==> config.mk <==
export PLATFORM = sky130hd
export DESIGN_NAME = poly_reduce_sched
export DESIGN_NICKNAME = d
export VERILOG_FILES = /design/src/rtl/poly_reduce_sched.sv
export SDC_FILE = /design/constraint.sdc
export NUM_CORES = 1
export LEC_CHECK = 0
export CAP_MARGIN = 25
export CORE_UTILIZATION = 30
export DETAILED_ROUTE_END_ITERATION = 7
export PLACE_DENSITY = 0.72
export SYNTH_ARGS = -nofsm -noshare
export SYNTH_HDL_FRONTEND = slang
export SYNTH_SLANG_ARGS = --single-unit
==> constraint.sdc <==
create_clock -name clk -period 2.1 [get_ports clk]
set_input_delay 0.42 -clock clk [delete_from_list [all_inputs] [get_ports clk]]
set_output_delay 0.42 -clock clk [all_outputs]
set_load 0.005 [all_outputs]
==> src/rtl/poly_reduce_sched.sv <==
`default_nettype none
// ============================================================================
//  Module   : poly_reduce_sched
//  Purpose  : Streams N polynomial coefficients from a source RAM port through
//             an external 2-stage mod-12289 Barrett reducer and writes the
//             14-bit results to a destination RAM port. One coefficient is
//             issued per cycle with no bubbles, then done pulses once.
//  Revision : 1.0  initial release
// ============================================================================
module poly_reduce_sched #(
   parameter int N        = 1024,
   parameter int AW       = 10,
   parameter int SRC_BASE = 0,
   parameter int DST_BASE = 0
) (
   input  logic          clk,
   input  logic          rst,
   input  logic          start,
   output logic          busy,
   output logic          done,
   output logic          rd_en,
   output logic [AW-1:0] rd_addr,
   input  logic [15:0]   rd_data,
   output logic          red_en,
   output logic [15:0]   red_a,
   output logic          red_valid,
   input  logic          red_out_valid,
   input  logic [13:0]   red_result,
   output logic          wr_en,
   output logic [AW-1:0] wr_addr,
   output logic [13:0]   wr_data
);

   // Counters only need to hold 0..N-1; N never exceeds the address space.
   localparam int             CW      = (N > 2) ? $clog2(N) : 1;
   localparam logic [CW-1:0]  C_LAST  = CW'(N - 1);
   localparam logic [AW-1:0]  C_SRC   = AW'(SRC_BASE);
   localparam logic [AW-1:0]  C_DST   = AW'(DST_BASE);

   typedef enum logic [1:0] {
      S_IDLE  = 2'd0,
      S_ISSUE = 2'd1,
      S_DRAIN = 2'd2,
      S_DONE  = 2'd3
   } state_t;

   state_t        r_state;
   logic [CW-1:0] r_rd_cnt;
   logic [CW-1:0] r_wr_cnt;

   // Datapath pass-through: RAM output feeds the reducer, reducer feeds RAM.
   // Writes are gated by busy so a stray reducer valid while idle is dropped.
   assign red_a   = rd_data;
   assign wr_en   = red_out_valid & busy;
   assign wr_data = red_result;
   assign rd_addr = C_SRC + AW'(r_rd_cnt);
   assign wr_addr = C_DST + AW'(r_wr_cnt);

   // Reducer is held enabled whenever out of reset, giving a fixed 2-cycle latency.
   always_ff @(posedge clk) begin
      if (rst) begin
         red_en <= 1'b0;
      end else begin
         red_en <= 1'b1;
      end
   end

   // Reducer input valid tracks the RAM read one cycle later (registered RAM).
   always_ff @(posedge clk) begin
      if (rst) begin
         red_valid <= 1'b0;
      end else begin
         red_valid <= rd_en;
      end
   end

   // Sweep sequencer: issue N reads back to back, drain until the N-th write
   // lands, then pulse done. start is only honoured in IDLE.
   always_ff @(posedge clk) begin
      if (rst) begin
         r_state  <= S_IDLE;
         busy     <= 1'b0;
         done     <= 1'b0;
         rd_en    <= 1'b0;
         r_rd_cnt <= '0;
         r_wr_cnt <= '0;
      end else begin
         done <= 1'b0;
         if (wr_en) begin
            r_wr_cnt <= r_wr_cnt + 1'b1;
         end
         case (r_state)
            S_IDLE: begin
               if (start) begin
                  r_state  <= S_ISSUE;
                  busy     <= 1'b1;
                  rd_en    <= 1'b1;
                  r_rd_cnt <= '0;
                  r_wr_cnt <= '0;
               end
            end
            S_ISSUE: begin
               if (r_rd_cnt == C_LAST) begin
                  r_state <= S_DRAIN;
                  rd_en   <= 1'b0;
               end else begin
                  r_rd_cnt <= r_rd_cnt + 1'b1;
               end
            end
            S_DRAIN: begin
               // The final write always occurs here: writes trail reads by 3 cycles.
               if (wr_en && (r_wr_cnt == C_LAST)) begin
                  r_state <= S_DONE;
                  busy    <= 1'b0;
                  done    <= 1'b1;
               end
            end
            S_DONE: begin
               r_state <= S_IDLE;
            end
            default: begin
               r_state <= S_IDLE;
               busy    <= 1'b0;
               rd_en   <= 1'b0;
            end
         endcase
      end
   end

endmodule
`default_nettype wire

==> results of run 1 <==
-- worst min-delay path: stages (launching register included) --
cell                      delay [ns]
sky130_fd_sc_hd__dfxtp_1        0.34
sky130_fd_sc_hd__nand2_1        0.06
sky130_fd_sc_hd__mux2i_1        0.06
-- registers in the layout (all words and copies together) (netlist names) --
name       flops
r_rd_cnt      10
done           1
busy           1
red_valid      1
r_state        2
red_en         1
rd_en          1
r_wr_cnt      10
-- how the worst max path moves through the flow --
| stage | start | end | slack, ns | cells past startpoint |
|---|---|---|---|---|
| after global placement | red_out_valid | r_state[0] | 0.09 | 6 |
| after floorplan | r_rd_cnt[0] | r_rd_cnt[0] | 0.40 | 6 |
| final | red_out_valid | wr_en | 0.08 | 4 |
| after global routing | red_out_valid | wr_en | 0.008 | 4 |
| after CTS | red_out_valid | wr_en | 0.08 | 4 |
| after detailed placement | red_out_valid | r_state[0] | 0.06 | 6 |
-- through the flow --
stage	utilization (%)	hold slack [ns]	setup slack (ns)	instances	power (W)
2_1_floorplan	-	0.455	0.399	187	0.00101
6_report	36.9	0.495	0.0769	261	0.00144
3_5_place_dp	35.9	0.486	0.0579	257	0.00115
5_1_grt	36.9	0.541	0.00848	261	0.00154
3_3_place_gp	35.9	0.471	0.0868	257	0.00114
4_1_cts	36.9	0.499	0.0821	261	0.00145
-- cell families after synthesis --
family | synth area share [%]
buffers and inverters | 16.1
AOI/OAI and AO/OA | 11.6
adders and majority gates | 4.79
DFF | 34.5
and+or+nand+nor | 26.6
xor gates and xnor gates | 4.47
muxes | 2.00
-- power by group --
part	switching [W]	internal [W]
Sequential	0.0000390	0.000560
Combinational	0.000290	0.000249
Clock	0.000168	0.000135
-- cell usage after synthesis, types with 2 or more instances --
cell type / count / area, sq um
sky130_fd_sc_hd__buf_4: 30 / 225
sky130_fd_sc_hd__dfxtp_1: 27 / 541
sky130_fd_sc_hd__nand2_1: 24 / 90.1
sky130_fd_sc_hd__nor2_1: 17 / 63.8
sky130_fd_sc_hd__nand3_1: 13 / 65.1
sky130_fd_sc_hd__a21oi_1: 7 / 35.0
sky130_fd_sc_hd__o21ai_0: 7 / 35.0
sky130_fd_sc_hd__ha_1: 6 / 75.1
sky130_fd_sc_hd__xor2_1: 6 / 52.6
sky130_fd_sc_hd__inv_1: 5 / 18.8
sky130_fd_sc_hd__and3_1: 3 / 18.8
sky130_fd_sc_hd__nand4_1: 3 / 18.8
sky130_fd_sc_hd__or3_1: 3 / 18.8
sky130_fd_sc_hd__a211oi_1: 2 / 15.0
sky130_fd_sc_hd__a32o_1: 2 / 20.0
sky130_fd_sc_hd__clkbuf_1: 2 / 7.51
sky130_fd_sc_hd__mux2i_1: 2 / 20.0
sky130_fd_sc_hd__nor2b_1: 2 / 12.5
sky130_fd_sc_hd__nor3_2: 2 / 20.0
sky130_fd_sc_hd__nor4_1: 2 / 12.5
sky130_fd_sc_hd__xnor2_1: 2 / 17.5
-- cell type report --
| cell class | count | area [sq um] | share of cell area (%) |
|---|---|---|---|
| inverter | 5 | 18.8 | 1.04 |
| timing repair buffer | 35 | 335 | 18.6 |
| clock buffer | 3 | 41.3 | 2.29 |
| sequential | 27 | 541 | 30.0 |
| multi-input combinational | 123 | 774 | 43.0 |
| tap | 67 | 83.8 | 4.65 |
| clock inverter | 1 | 7.51 | 0.417 |
-- per-layer routing --
metal | up-vias | track usage, %
li1 | 634 | -
met1 | 594 | 13.8
met2 | 24 | 18.1
met3 | 2 | 2.44
met4 | 0 | 5.24
met5 | - | 0
==> impl_metrics.prom, run 1 <==
# TYPE chip_impl_metric gauge
chip_impl_info{name="status",value="finished, final reports clean"} 1
chip_impl_metric{name="route.antenna.remaining_nets",unit=""} 0
chip_impl_metric{name="final_period_minus_worst_setup_slack",unit="ns"} 2.02
chip_impl_metric{name="hold_path_depth",unit=""} 2
chip_impl_metric{name="power.ir.vdd_worst",unit="mV"} 0.279
chip_impl_metric{name="clock_latency_on_the_worst_skew_pair",unit="ns"} 0.27
chip_impl_metric{name="final_max_slew_viol_count",unit=""} 0
chip_impl_info{name="leading_cell_types_in_the_layout_fill_and_taps_excluded",value="sky130_fd_sc_hd__clkdlybuf4s50_1, sky130_fd_sc_hd__dfxtp_1, sky130_fd_sc_hd__nand2_1"} 1
chip_impl_metric{name="gp_congestion",unit=""} 0.795
chip_impl_metric{name="met2_length",unit="mm"} 1.42
chip_impl_metric{name="syn-num-nets",unit=""} 227
chip_impl_metric{name="die_h",unit="um"} 74.3
chip_impl_info{name="min-delay-start",value="r_state[1]"} 1
chip_impl_metric{name="antenna_diode_count",unit=""} 0
chip_impl_metric{name="cts_hold_buf",unit=""} 0
chip_impl_metric{name="synth_edf_count",unit=""} 0
chip_impl_info{name="rsz0062_at_grt",value="false"} 1
chip_impl_metric{name="die_w",unit="um"} 74.3
chip_impl_metric{name="clk_transition_reported_paths",unit="ns"} 0.10
chip_impl_metric{name="max_cap_violations",unit=""} 0
chip_impl_metric{name="detailed_place.area",unit="sq um"} 1750
chip_impl_metric{name="async_flop_share",unit="%"} 0
chip_impl_metric{name="detail_route.wirelength",unit="mm"} 3.05
chip_impl_metric{name="route.detailed.drc",unit=""} 0
chip_impl_metric{name="core-area",unit="sq um"} 4880
chip_impl_metric{name="reg2reg_slack",unit="ns"} 0.25
chip_impl_info{name="timing.critical_path.mode_cell",value="sky130_fd_sc_hd__clkdlybuf4s50_1"} 1
chip_impl_metric{name="area_growth",unit="%"} 15.0
chip_impl_info{name="ys.flop_type",value="sky130_fd_sc_hd__dfxtp_1"} 1
chip_impl_metric{name="worst-path-max-fanout",unit=""} 3
chip_impl_info{name="rr_startpoint",value="r_rd_cnt[1]"} 1
chip_impl_metric{name="layout.nets",unit=""} 235
chip_impl_metric{name="grt_antenna_before_repair",unit=""} 0
chip_impl_metric{name="synthesis.area",unit="sq um"} 1570
chip_impl_metric{name="total_number_of_vias",unit=""} 1254
chip_impl_metric{name="slew-limit-headroom",unit="%"} 69.7
chip_impl_metric{name="tightestPinTransition",unit="ns"} 0.441
chip_impl_metric{name="post_cts_setup_buffers",unit=""} 0
chip_impl_info{name="path_cells",value="clkdlybuf4s50_1, nand2_1, inv_1, clkdlybuf4s50_1"} 1
chip_impl_metric{name="final_global_route_overflow_total",unit=""} 0
chip_impl_metric{name="fillers",unit=""} 519
chip_impl_metric{name="fin_skew",unit="ns"} 0.00635
chip_impl_metric{name="wire_length_of_the_first_global_routing_pass",unit="mm"} 4.82
chip_impl_metric{name="post-dp-hpwl",unit="mm"} 2.30
chip_impl_metric{name="via_density",unit=""} 4.80
chip_impl_info{name="path_class_of_the_lowest_slack_min_delay_path",value="flip-flop to flip-flop"} 1
chip_impl_info{name="cts_tree",value="done"} 1
chip_impl_metric{name="design_area",unit="sq um"} 1800
chip_impl_metric{name="post_route_cells_drive_above_1_share",unit="%"} 11.3
chip_impl_metric{name="start_util",unit="%"} 32.1
chip_impl_info{name="worst_r2r_endpoint",value="r_rd_cnt[0]"} 1
chip_impl_metric{name="powerDensity",unit="nW/um^2"} 800
chip_impl_metric{name="clock_path_buffers",unit=""} 2
chip_impl_metric{name="clock_sinks",unit=""} 27
chip_impl_metric{name="synth.distinct_cells",unit=""} 41
chip_impl_info{name="min_to",value="r_state[1]"} 1
chip_impl_info{name="crit_type",value="input pin to primary output"} 1
chip_impl_metric{name="grt.total_usage",unit="%"} 11.0
chip_impl_metric{name="worst-path-buf-inv",unit=""} 3
chip_impl_metric{name="htreeDepth",unit=""} 1
chip_impl_metric{name="num_io_pins",unit=""} 90
chip_impl_metric{name="drt-initial-drc-count",unit=""} 42
chip_impl_metric{name="cts_repair_resize_count",unit=""} 0
chip_impl_metric{name="worst-endpoint-required",unit="ns"} 1.68
chip_impl_metric{name="final.period_utilization",unit="%"} 96.3
chip_impl_metric{name="r2r.worst_path.cells",unit=""} 6
chip_impl_metric{name="synth-seq-area-share",unit="%"} 34.5
chip_impl_metric{name="setup-tns-final",unit="ns"} 0
chip_impl_metric{name="buffer_ports.inserted",unit=""} 29
chip_impl_info{name="highest-signal-layer",value="met4"} 1
chip_impl_metric{name="pin_count_of_the_biggest_net_entering_global_routing",unit=""} 17
chip_impl_metric{name="ys.warnings.count",unit=""} 0
chip_impl_info{name="cell_chosen_for_the_clock_root",value="sky130_fd_sc_hd__clkbuf_8"} 1
chip_impl_info{name="mostFrequentLayoutCell",value="sky130_fd_sc_hd__clkdlybuf4s50_1"} 1
chip_impl_metric{name="post_synth_inst_count",unit=""} 187
chip_impl_metric{name="tritoncts.num_buffers",unit=""} 3
chip_impl_metric{name="maximum_clock_frequency",unit="MHz"} 494
chip_impl_info{name="cp_slowest_cell",value="sky130_fd_sc_hd__clkdlybuf4s50_1"} 1
chip_impl_metric{name="total_of_flip_flops_plus_latches_after_synthesis",unit=""} 27
chip_impl_metric{name="met3RoutedLength",unit="um"} 174
chip_impl_metric{name="synth_area_per_cell",unit="sq um"} 8.38
chip_impl_info{name="cell_type_group_with_the_largest_total_delay_on_the_critical_path",value="buffers and inverters"} 1
chip_impl_metric{name="first_pass_iters",unit=""} 4
chip_impl_metric{name="grt_pass1_vias",unit=""} 1136
chip_impl_metric{name="leakagePower",unit="nW"} 0.647
chip_impl_metric{name="crit_arrival",unit="ns"} 1.60
chip_impl_info{name="cp-start-kind",value="input pin"} 1
chip_impl_metric{name="setup_violations",unit=""} 0
chip_impl_metric{name="avgRoutedWirePerCell",unit="um"} 11.7
chip_impl_info{name="end_kind",value="primary output"} 1
chip_impl_metric{name="cpPeakStageDelay",unit="ns"} 0.50
chip_impl_metric{name="m1_wl",unit="mm"} 1.42
chip_impl_metric{name="dieArea",unit="sq um"} 5510
chip_impl_metric{name="core.rowCount",unit=""} 25
chip_impl_metric{name="report.final.hold_viol_count",unit=""} 0
Power figures use the tool's default switching activity.
==> run 2: changes to the inputs <==
- CORE_UTILIZATION: 30 -> 34
- PLACE_DENSITY: 0.72 -> 0.79
==> impl_metrics.prom, run 2 (synthesis gave the netlist of run 1 again) <==
# TYPE chip_impl_metric gauge
chip_impl_metric{name="gp_congestion",unit=""} 0.853
chip_impl_metric{name="layout.nets",unit=""} 235
chip_impl_metric{name="num_io_pins",unit=""} 90
chip_impl_info{name="end_kind",value="primary output"} 1
chip_impl_metric{name="die_h",unit="um"} 69.9
chip_impl_metric{name="dpl.cell_count",unit=""} 242
chip_impl_metric{name="max_cap_violations",unit=""} 0
chip_impl_metric{name="post_route_cells_drive_above_1_share",unit="%"} 11.3
chip_impl_metric{name="final_global_route_overflow_total",unit=""} 0
chip_impl_metric{name="avgRoutedWirePerCell",unit="um"} 12.9
chip_impl_metric{name="worst-path-buf-inv",unit=""} 3
chip_impl_metric{name="slew-limit-headroom",unit="%"} 70.0
chip_impl_info{name="crit_type",value="input pin to primary output"} 1
chip_impl_metric{name="crit_arrival",unit="ns"} 1.60
chip_impl_metric{name="combPwrFrac",unit="%"} 37.9
chip_impl_metric{name="clock_path_buffers",unit=""} 2
chip_impl_metric{name="cts_repair_resize_count",unit=""} 0
chip_impl_info{name="cell_type_group_with_the_largest_total_delay_on_the_critical_path",value="buffers and inverters"} 1
chip_impl_info{name="cp-start-kind",value="input pin"} 1
chip_impl_metric{name="wire_length_of_the_first_global_routing_pass",unit="mm"} 5.33
chip_impl_metric{name="fin_skew",unit="ns"} 0.00701
chip_impl_metric{name="die_w",unit="um"} 69.9
chip_impl_metric{name="clock_sinks",unit=""} 27
chip_impl_metric{name="start_util",unit="%"} 35.7
chip_impl_metric{name="share_seq_of_total_power",unit="%"} 41.1
chip_impl_metric{name="combined_area_of_the_multi_input_logic_cells",unit="sq um"} 774
chip_impl_metric{name="powerDensity",unit="nW/um^2"} 814
chip_impl_info{name="status",value="finished, final reports clean"} 1
chip_impl_metric{name="maximum_clock_frequency",unit="MHz"} 495
chip_impl_metric{name="grt.total_usage",unit="%"} 13.4
chip_impl_metric{name="post-dp-hpwl",unit="mm"} 2.39
chip_impl_info{name="cp_slowest_cell",value="sky130_fd_sc_hd__clkdlybuf4s50_1"} 1
chip_impl_info{name="cell_chosen_for_the_clock_root",value="sky130_fd_sc_hd__clkbuf_8"} 1
chip_impl_metric{name="setup_violations",unit=""} 0
chip_impl_metric{name="drt-initial-drc-count",unit=""} 92
chip_impl_metric{name="hold_path_depth",unit=""} 2
chip_impl_metric{name="buffer_ports.inserted",unit=""} 29
chip_impl_metric{name="route.antenna.remaining_nets",unit=""} 0
chip_impl_metric{name="seqCellArea",unit="sq um"} 541
chip_impl_info{name="biggestRegsByFlops",value="r_rd_cnt x10, r_wr_cnt x10, r_state x2"} 1
chip_impl_metric{name="pin_count_of_the_biggest_net_entering_global_routing",unit=""} 17
chip_impl_metric{name="report.final.hold_viol_count",unit=""} 0
chip_impl_metric{name="cpPeakStageDelay",unit="ns"} 0.50
chip_impl_metric{name="grt_antenna_before_repair",unit=""} 0
chip_impl_metric{name="worst-path-max-fanout",unit=""} 3
chip_impl_metric{name="setup-tns-final",unit="ns"} 0
chip_impl_metric{name="tightestPinTransition",unit="ns"} 0.438
chip_impl_metric{name="cts_hold_buf",unit=""} 0
chip_impl_metric{name="leakagePower",unit="nW"} 0.647
chip_impl_metric{name="core.rowCount",unit=""} 24
chip_impl_metric{name="power.ir.vdd_worst",unit="mV"} 0.300
chip_impl_metric{name="intPower",unit="W"} 0.000944
chip_impl_metric{name="worst-path-stages",unit=""} 4
chip_impl_info{name="rsz0062_at_grt",value="false"} 1
chip_impl_metric{name="power.switching",unit="W"} 0.000507
chip_impl_metric{name="share_clk_of_total_power",unit="%"} 21.0
chip_impl_info{name="path_cells",value="clkdlybuf4s50_1, nand2_1, inv_1, clkdlybuf4s50_1"} 1
chip_impl_metric{name="r2r.worst_path.cells",unit=""} 6
chip_impl_metric{name="tritoncts.num_buffers",unit=""} 3
chip_impl_metric{name="via_density",unit=""} 5.20
chip_impl_metric{name="instances_no_fill",unit=""} 246
chip_impl_info{name="leading_cell_types_in_the_layout_fill_and_taps_excluded",value="sky130_fd_sc_hd__clkdlybuf4s50_1, sky130_fd_sc_hd__dfxtp_1, sky130_fd_sc_hd__nand2_1"} 1
chip_impl_metric{name="fillers",unit=""} 435
chip_impl_info{name="mostFrequentLayoutCell",value="sky130_fd_sc_hd__clkdlybuf4s50_1"} 1
chip_impl_metric{name="antenna_diode_count",unit=""} 0
chip_impl_metric{name="grt_pass1_vias",unit=""} 1193
chip_impl_metric{name="first_pass_iters",unit=""} 4
chip_impl_info{name="timing.critical_path.mode_cell",value="sky130_fd_sc_hd__clkdlybuf4s50_1"} 1
chip_impl_info{name="path_class_of_the_lowest_slack_min_delay_path",value="flip-flop to flip-flop"} 1
chip_impl_metric{name="power_switching_share",unit="%"} 34.9
chip_impl_metric{name="clk_transition_reported_paths",unit="ns"} 0.10
chip_impl_metric{name="route.detailed.drc",unit=""} 0
chip_impl_metric{name="core-area",unit="sq um"} 4380
chip_impl_metric{name="dieArea",unit="sq um"} 4880
chip_impl_metric{name="final.period_utilization",unit="%"} 96.1
chip_impl_metric{name="final_max_slew_viol_count",unit=""} 0
chip_impl_metric{name="clock_latency_on_the_worst_skew_pair",unit="ns"} 0.28
chip_impl_metric{name="detail_route.wirelength",unit="mm"} 3.16
chip_impl_metric{name="area_growth",unit="%"} 13.8
chip_impl_metric{name="final_period_minus_worst_setup_slack",unit="ns"} 2.02
chip_impl_metric{name="post_cts_setup_buffers",unit=""} 0
chip_impl_metric{name="total_number_of_vias",unit=""} 1279
chip_impl_info{name="cts_tree",value="done"} 1
chip_impl_metric{name="worst-endpoint-required",unit="ns"} 1.68
chip_impl_metric{name="htreeDepth",unit=""} 1
-- run 2: cell counts in the layout (fill, tap and decap cells not counted) --
No cell type changed its count.
-- run 2: path summary, 6_finish.rpt --
kind	end	startpoint	slack (ns)
max	wr_en	red_out_valid	0.08
min	r_state[1]	r_state[1]	0.49
max reg2reg	r_state[0]	r_state[0]	0.18
min reg2reg	r_state[1]	r_state[1]	0.49
-- run 2: metrics by stage --
step / setup slack (ns) / utilization, % / total power [W] / hold slack [ns] / instance area, sq um
detailed placement: 0.0194 / 39.6 / 0.00116 / 0.483 / 1730
CTS: 0.0835 / 40.7 / 0.00146 / 0.497 / 1780
global placement: 0.0883 / 39.6 / 0.00114 / 0.471 / 1730
finish: 0.0809 / 40.7 / 0.00145 / 0.489 / 1780
floorplan: 0.399 / - / 0.00101 / 0.455 / 1570
global route: 0.0188 / 40.7 / 0.00156 / 0.540 / 1780
-- run 2: per-layer routing --
layer | global-route usage (%) | part of all wire (%) | vias up
met1 | 16.4 | 44 | 596
met5 | 0 | 0 | -
met2 | 21.7 | 49 | 33
met4 | 8.44 | 2.3 | 0
met3 | 2.16 | 4.4 | 12
li1 | - | - | 638
-- run 2: final cells by class --
cell class	count	area share, %
tap	52	3.65
inverter	5	1.05
sequential	27	30.3
clock buffer	3	2.32
multi-input combinational	123	43.4
clock inverter	1	0.421
timing repair buffer	35	18.8
-- run 2: power groups by stage --
stage               clock (W)  sequential (W)  combinational, W
finish               0.000304        0.000597          0.000550
global route         0.000340        0.000603          0.000618
detailed placement          0        0.000611          0.000544
CTS                  0.000314        0.000598          0.000549
floorplan                   0        0.000609          0.000399
global placement            0        0.000607          0.000536
-- run 2: worst min-delay path, delay by kind of cell, from the launching register on --
family / cells / cell delay, ns
flops: 1 / 0.34
simple gates: 1 / 0.06
mux: 1 / 0.06
